[src/rtl/chunked_add_sequencer_if.sv]
// Request/response bundle for the chunked adder sequencer.
// The master drives operands and consumes results; the slave is the sequencer.
interface chunked_add_sequencer_if #(
  parameter int unsigned WIDTH  = 8,
  parameter int unsigned CHUNKS = 4
);
  localparam int unsigned TW = WIDTH * CHUNKS;
  localparam int unsigned IW = (CHUNKS > 1) ? $clog2(CHUNKS) : 1;

  logic          req_valid;
  logic          req_ready;
  logic [TW-1:0] req_a;
  logic [TW-1:0] req_b;
  logic          req_cin;
  logic          flush;
  logic          resp_valid;
  logic          resp_ready;
  logic [TW:0]   resp_sum;
  logic [IW-1:0] chunk_idx;

  modport master (
    output req_valid, req_a, req_b, req_cin, flush, resp_ready,
    input  req_ready, resp_valid, resp_sum, chunk_idx
  );

  modport slave (
    input  req_valid, req_a, req_b, req_cin, flush, resp_ready,
    output req_ready, resp_valid, resp_sum, chunk_idx
  );
endinterface

[src/rtl/chunked_add_sequencer.sv]
// Adds two WIDTH*CHUNKS-bit operands with a single WIDTH-bit adder slice,
// one chunk per cycle from the least-significant end, carry held between chunks.
module chunked_add_sequencer #(
  parameter int unsigned WIDTH  = 8,
  parameter int unsigned CHUNKS = 4
) (
  input logic                     clk,
  input logic                     rst_n,
  chunked_add_sequencer_if.slave  bus
);
  localparam int unsigned TW = WIDTH * CHUNKS;
  localparam int unsigned SW = WIDTH + 1;
  localparam int unsigned IW = (CHUNKS > 1) ? $clog2(CHUNKS) : 1;

  typedef enum logic [1:0] {
    S_IDLE = 2'd0,
    S_RUN  = 2'd1,
    S_DONE = 2'd2
  } state_t;

  state_t        r_state;
  logic [TW-1:0] r_a;
  logic [TW-1:0] r_b;
  logic [TW-1:0] r_result;
  logic          r_carry;
  logic [IW-1:0] r_idx;
  logic          r_req_ready;
  logic          r_resp_valid;

  logic [31:0]    w_base;
  logic [WIDTH-1:0] w_a_chunk;
  logic [WIDTH-1:0] w_b_chunk;
  logic [SW-1:0]  w_slice;
  logic           w_last;

  // The single adder slice, steered by the chunk index.
  always_comb begin
    w_base    = 32'(r_idx) * 32'(WIDTH);
    w_a_chunk = r_a[w_base +: WIDTH];
    w_b_chunk = r_b[w_base +: WIDTH];
    w_slice   = SW'(w_a_chunk) + SW'(w_b_chunk) + SW'(r_carry);
    w_last    = (r_idx == IW'(CHUNKS - 1));
  end

  // Sequencer FSM; flush overrides every other event.
  always_ff @(posedge clk or negedge rst_n) begin
    if (!rst_n) begin
      r_state      <= S_IDLE;
      r_a          <= '0;
      r_b          <= '0;
      r_result     <= '0;
      r_carry      <= 1'b0;
      r_idx        <= '0;
      r_req_ready  <= 1'b1;
      r_resp_valid <= 1'b0;
    end else if (bus.flush) begin
      r_state      <= S_IDLE;
      r_carry      <= 1'b0;
      r_idx        <= '0;
      r_req_ready  <= 1'b1;
      r_resp_valid <= 1'b0;
    end else begin
      case (r_state)
        S_IDLE: begin
          if (bus.req_valid) begin
            r_a         <= bus.req_a;
            r_b         <= bus.req_b;
            r_carry     <= bus.req_cin;
            r_idx       <= '0;
            r_state     <= S_RUN;
            r_req_ready <= 1'b0;
          end
        end
        S_RUN: begin
          r_result[w_base +: WIDTH] <= w_slice[WIDTH-1:0];
          r_carry                   <= w_slice[WIDTH];
          if (w_last) begin
            r_idx        <= '0;
            r_state      <= S_DONE;
            r_resp_valid <= 1'b1;
          end else begin
            r_idx <= r_idx + IW'(1);
          end
        end
        S_DONE: begin
          if (bus.resp_ready) begin
            r_state      <= S_IDLE;
            r_req_ready  <= 1'b1;
            r_resp_valid <= 1'b0;
          end
        end
        default: begin
          r_state      <= S_IDLE;
          r_req_ready  <= 1'b1;
          r_resp_valid <= 1'b0;
        end
      endcase
    end
  end

  assign bus.req_ready  = r_req_ready;
  assign bus.resp_valid = r_resp_valid;
  assign bus.resp_sum   = {r_carry, r_result};
  assign bus.chunk_idx  = r_idx;
endmodule

[src/flat_wrapper.sv]
// flat-port wrapper written by rule: the top's interface ports become plain ports
module chunked_add_sequencer_flat 
#(
  parameter int unsigned WIDTH  = 8,
  parameter int unsigned CHUNKS = 4
)
  (clk, rst_n, bus_req_valid, bus_req_a, bus_req_b, bus_req_cin, bus_flush, bus_resp_ready, bus_req_ready, bus_resp_valid, bus_resp_sum, bus_chunk_idx);
  chunked_add_sequencer_if #(.WIDTH(WIDTH), .CHUNKS(CHUNKS)) bus_i ();
  input logic clk;
  input logic rst_n;
  input wire logic [$bits(bus_i.req_valid)-1:0] bus_req_valid;
  input wire logic [$bits(bus_i.req_a)-1:0] bus_req_a;
  input wire logic [$bits(bus_i.req_b)-1:0] bus_req_b;
  input wire logic [$bits(bus_i.req_cin)-1:0] bus_req_cin;
  input wire logic [$bits(bus_i.flush)-1:0] bus_flush;
  input wire logic [$bits(bus_i.resp_ready)-1:0] bus_resp_ready;
  output wire logic [$bits(bus_i.req_ready)-1:0] bus_req_ready;
  output wire logic [$bits(bus_i.resp_valid)-1:0] bus_resp_valid;
  output wire logic [$bits(bus_i.resp_sum)-1:0] bus_resp_sum;
  output wire logic [$bits(bus_i.chunk_idx)-1:0] bus_chunk_idx;
  assign bus_i.req_valid = bus_req_valid;
  assign bus_i.req_a = bus_req_a;
  assign bus_i.req_b = bus_req_b;
  assign bus_i.req_cin = bus_req_cin;
  assign bus_i.flush = bus_flush;
  assign bus_i.resp_ready = bus_resp_ready;
  assign bus_req_ready = bus_i.req_ready;
  assign bus_resp_valid = bus_i.resp_valid;
  assign bus_resp_sum = bus_i.resp_sum;
  assign bus_chunk_idx = bus_i.chunk_idx;
  chunked_add_sequencer #(.WIDTH(WIDTH), .CHUNKS(CHUNKS)) u_core (.clk(clk), .rst_n(rst_n), .bus(bus_i));
endmodule
[config.mk]
export PLATFORM = sky130hd
export DESIGN_NAME = chunked_add_sequencer_flat
export DESIGN_NICKNAME = d
export VERILOG_FILES = /design/src/rtl/chunked_add_sequencer_if.sv /design/src/rtl/chunked_add_sequencer.sv /design/src/flat_wrapper.sv
export SDC_FILE = /design/constraint.sdc
export NUM_CORES = 1
export LEC_CHECK = 0
export CORE_ASPECT_RATIO = 0.6
export CORE_MARGIN = 4
export CORE_UTILIZATION = 45
export DETAILED_ROUTE_END_ITERATION = 16
export GPL_TIMING_DRIVEN = 0
export PLACE_DENSITY = 0.76
export SLEW_MARGIN = 20
export SYNTH_ARGS = -nofsm -noshare
export SYNTH_HDL_FRONTEND = slang
export SYNTH_SLANG_ARGS = --single-unit
[constraint.sdc]
create_clock -name clk -period 3.7 [get_ports clk]
set_clock_uncertainty 0.1 [all_clocks]
set_input_delay 0.37 -clock clk [delete_from_list [all_inputs] [get_ports clk]]
set_output_delay 0.37 -clock clk [all_outputs]
set_load 0.01 [all_outputs]
==> flow_metrics.env <==
export IMPL_dpl_hpwl_mm=8.72
export IMPL_setup_viol=0
export IMPL_syn_area_sq_mm=0.00470
export IMPL_n_antenna_cell=0
export IMPL_crit_chain="buf_6, mux4_2, fa_1, inv_1, fa_1, nor2b_4, o31a_1, o31a_1, or3_4, o21ai_1"
export IMPL_drive_gt1_frac=0.253
export IMPL_powerDensity_mw_per_mm2=525
export IMPL_syn_nets=420
export IMPL_path_buf_inv=2
export IMPL_synthFlopType="dfrtp_1"
export IMPL_rsz0062_at_grt="false"
export IMPL_pwr_share_clk=0.282
export IMPL_tightest_slew_ns=0.787
export IMPL_clock_sinks=103
export IMPL_clock_path_buffers=2
export IMPL_critPathKind="reg -> reg"
export IMPL_post_cts_buffers=0
export IMPL_cp_required_ns=3.87
export IMPL_wl_mm=11.5
export IMPL_dr_pass1_iters=4
export IMPL_cts_tree="done"
export IMPL_wire_per_inst_um=19.3
export IMPL_max_slew_margin=0.471
export IMPL_drv_slew=0
export IMPL_grt_pass1_vias=3558
export IMPL_yosysSeqAreaShare=0.548
export IMPL_hp_class="in -> reg"
export IMPL_cts_root_buffer="clkbuf_16"
export IMPL_p_leak_nw=2.59
export IMPL_core_sq_mm=0.0100
export IMPL_yosysWarnings=0
export IMPL_fin_crit_ns=3.50
export IMPL_swShare=0.291
export IMPL_wl_met1_mm=5.19
export IMPL_grt_pass1_wl_mm=18.5
export IMPL_ir_worst_vdd_uv=300
export IMPL_whs_ns=0.257
export IMPL_portBuffers=105
export IMPL_seq_power_share=0.430
export IMPL_placementRows=28
export IMPL_synth_area_leader_cell="dfrtp_1"
export IMPL_internal_power_mw=2.33
export IMPL_clk_pin_slew_ns=0.07
export IMPL_cts_max_level=3
export IMPL_final_core_utilization=0.626
export IMPL_syn2layout_area_growth_pct=33.3
export IMPL_dr_wl_met3_um=920
export IMPL_cts_buffers=9
export IMPL_dpl_cell_area_sq_mm=0.00595
export IMPL_viasPerCell=5.52
export IMPL_place_gp_congestion=0.822
export IMPL_status="complete, no violations"
export IMPL_rr_startpoint="u_core.bus.chunk_idx[0]"
export IMPL_clk_insertion_delay_late_ns=0.35
export IMPL_maxCapViolations=0
export IMPL_start_kind="register"
export IMPL_die_area_sq_mm=0.0122
export IMPL_yosys_top_cells_area="dfrtp_1 54%, mux2_2 14%, mux4_2 7.7%"
export IMPL_vias=3273
export IMPL_io_pins=107
export IMPL_arrival_ns=3.67
export IMPL_gr_total_overflow=0
export IMPL_ys_ff_latch=103
export IMPL_grt_max_degree=80
export IMPL_finalCritPeriodShare=0.947
export IMPL_antenna_found_initial=0
export IMPL_fmax_ghz=0.286
export IMPL_switchingPower_mw=0.958
export IMPL_syn_instance_count=335
export IMPL_async_flop_share=1.00
export IMPL_initial_core_util=0.469
export IMPL_comb_power_share=0.288
export IMPL_finalHoldViolCount=0
export IMPL_drcViolationCount=0
export IMPL_synth_enable_flop_cells=0
export IMPL_crit_family="adder cells"
export IMPL_cp_end_kind="register"
export IMPL_worst_path_max_delay_cell="mux4_2"
export IMPL_synth_cell_types=46
export IMPL_die_h_um=87.2
export IMPL_crit_path_max_fanout=10
export IMPL_grt_use_total=0.199
export IMPL_fp_dieW_um=140
export IMPL_final_cell_area_sq_mm=0.00627
export IMPL_routed_top_layer="met4"
export IMPL_ant_nets=0
export IMPL_nNetsFinal=538
export IMPL_synth_top_area_frac=0.543
export IMPL_min_from="bus_flush"
export IMPL_fillers=810
export IMPL_critical_path_max_stage_delay_ns=0.56
export IMPL_wl_met2_mm=5.17
export IMPL_startpoint="u_core.bus.chunk_idx[0]"
export IMPL_syn_avg_cell_area_sq_um=14.0
export IMPL_drtIter0Drc=168
## worst paths after layout
path | to | slack [ns] | depth (start not counted)
setup reg to reg | u_core.r_result[30] | 0.20 | 10
min in group asynchronous | u_core.r_b[15] | 0.34 | 2
hold reg to reg | u_core.r_result[7] | 0.38 | 2
hold / removal | u_core.bus.resp_valid | 0.26 | 2
setup / recovery | u_core.r_result[30] | 0.20 | 10
max in group asynchronous | u_core.r_b[25] | 2.50 | 3
## metrics by stage
step | instances | total power [mW] | setup WS, ns | TNS, ns
after global placement | 575 | 2.33 | -1.48 | -153.22
after detailed placement | 576 | 2.38 | -0.500 | -4.15
final | 593 | 3.29 | 0.198 | 0
after global routing | 593 | 3.46 | 0.0376 | 0
after floorplan | 335 | 1.98 | 0.156 | 0
after CTS | 593 | 3.31 | 0.0451 | 0
## power groups by stage
stage                     Clock, mW  Sequential (mW)  Combinational, mW
after floorplan                   0             1.42              0.557
after global placement            0             1.42              0.909
after detailed placement          0             1.44              0.945
after CTS                     0.949             1.41              0.951
after global routing          0.988             1.44               1.04
final                         0.928             1.41              0.948
## timing repair
action,CTS,global route
endpoints found under the setup margin,17,4
endpoints found under the hold margin,23,0
pin swaps,0,0
gates resized for setup,5,6
hold buffers,1,0
## cell families (layout without fill, tap and decap cells)
kind of cell / count (synthesis) / in the layout / share of synthesized area
adders and majority gates: 15 / 15 / 0.0431
buffers and inverters: 21 / 144 / 0.0234
xor gates and xnor gates: 3 / 3 / 0.00559
AOI/OAI and AO/OA: 56 / 56 / 0.0796
and+or+nand+nor: 57 / 57 / 0.0700
DFF: 103 / 103 / 0.548
muxes: 80 / 80 / 0.230
## routing by layer
metal / GRT usage / vias to the layer above
met1: 0.264 / 1663
met5: 0 / -
met2: 0.308 / 122
met3: 0.0806 / 21
li1: - / 1467
met4: 0.0501 / 0
## registers in the layout, summed over array words and instances, names as in the netlist
register and count:
u_core.r_a 32, u_core.r_state 2, u_core.bus.resp_valid 1, u_core.r_b 32, u_core.r_carry 1, u_core.r_result 32
u_core.bus.req_ready 1, u_core.bus.chunk_idx 2
## final cells by class
type,instances,area (sq um),share of cell area
Buffer,14,98.8,0.0158
Clock buffer,11,233,0.0371
Clock inverter,5,58.8,0.00938
Tap cell,135,169,0.0269
Sequential cell,103,2580,0.412
Timing Repair Buffer,107,1090,0.174
Inverter,7,26.3,0.00419
Multi-Input combinational cell,211,2010,0.321
## layout by cell type, fill, tap and decap left out, types with 3 or more instances in the layout
cell / n
a21oi_1: 8
a22o_1: 16
buf_2: 3
buf_4: 9
clkbuf_16: 9
clkdlybuf4s50_1: 104
dfrtp_1: 100
ha_1: 13
inv_1: 7
mux2_1: 5
mux2_2: 59
mux4_2: 16
nand2_1: 20
nand2b_1: 4
nand3_1: 4
nor2_1: 5
nor3_1: 6
o21ai_0: 15
o21ai_1: 4
or3_1: 3
## Yosys cell counts (3+ instances only)
| cell | number |
|---|---|
| a21oi_1 | 8 |
| buf_4 | 7 |
| inv_1 | 7 |
| mux2_2 | 59 |
| ha_1 | 13 |
| dfrtp_1 | 102 |
| nand2b_1 | 4 |
| nand2_1 | 20 |
| o21ai_1 | 4 |
| buf_2 | 3 |
| o21ai_0 | 15 |
| mux2_1 | 5 |
| nor3_1 | 6 |
| or3_1 | 3 |
| nor2_1 | 5 |
| nand3_1 | 4 |
| a22o_1 | 16 |
| mux4_2 | 16 |
(Power assumes the default switching activity.)
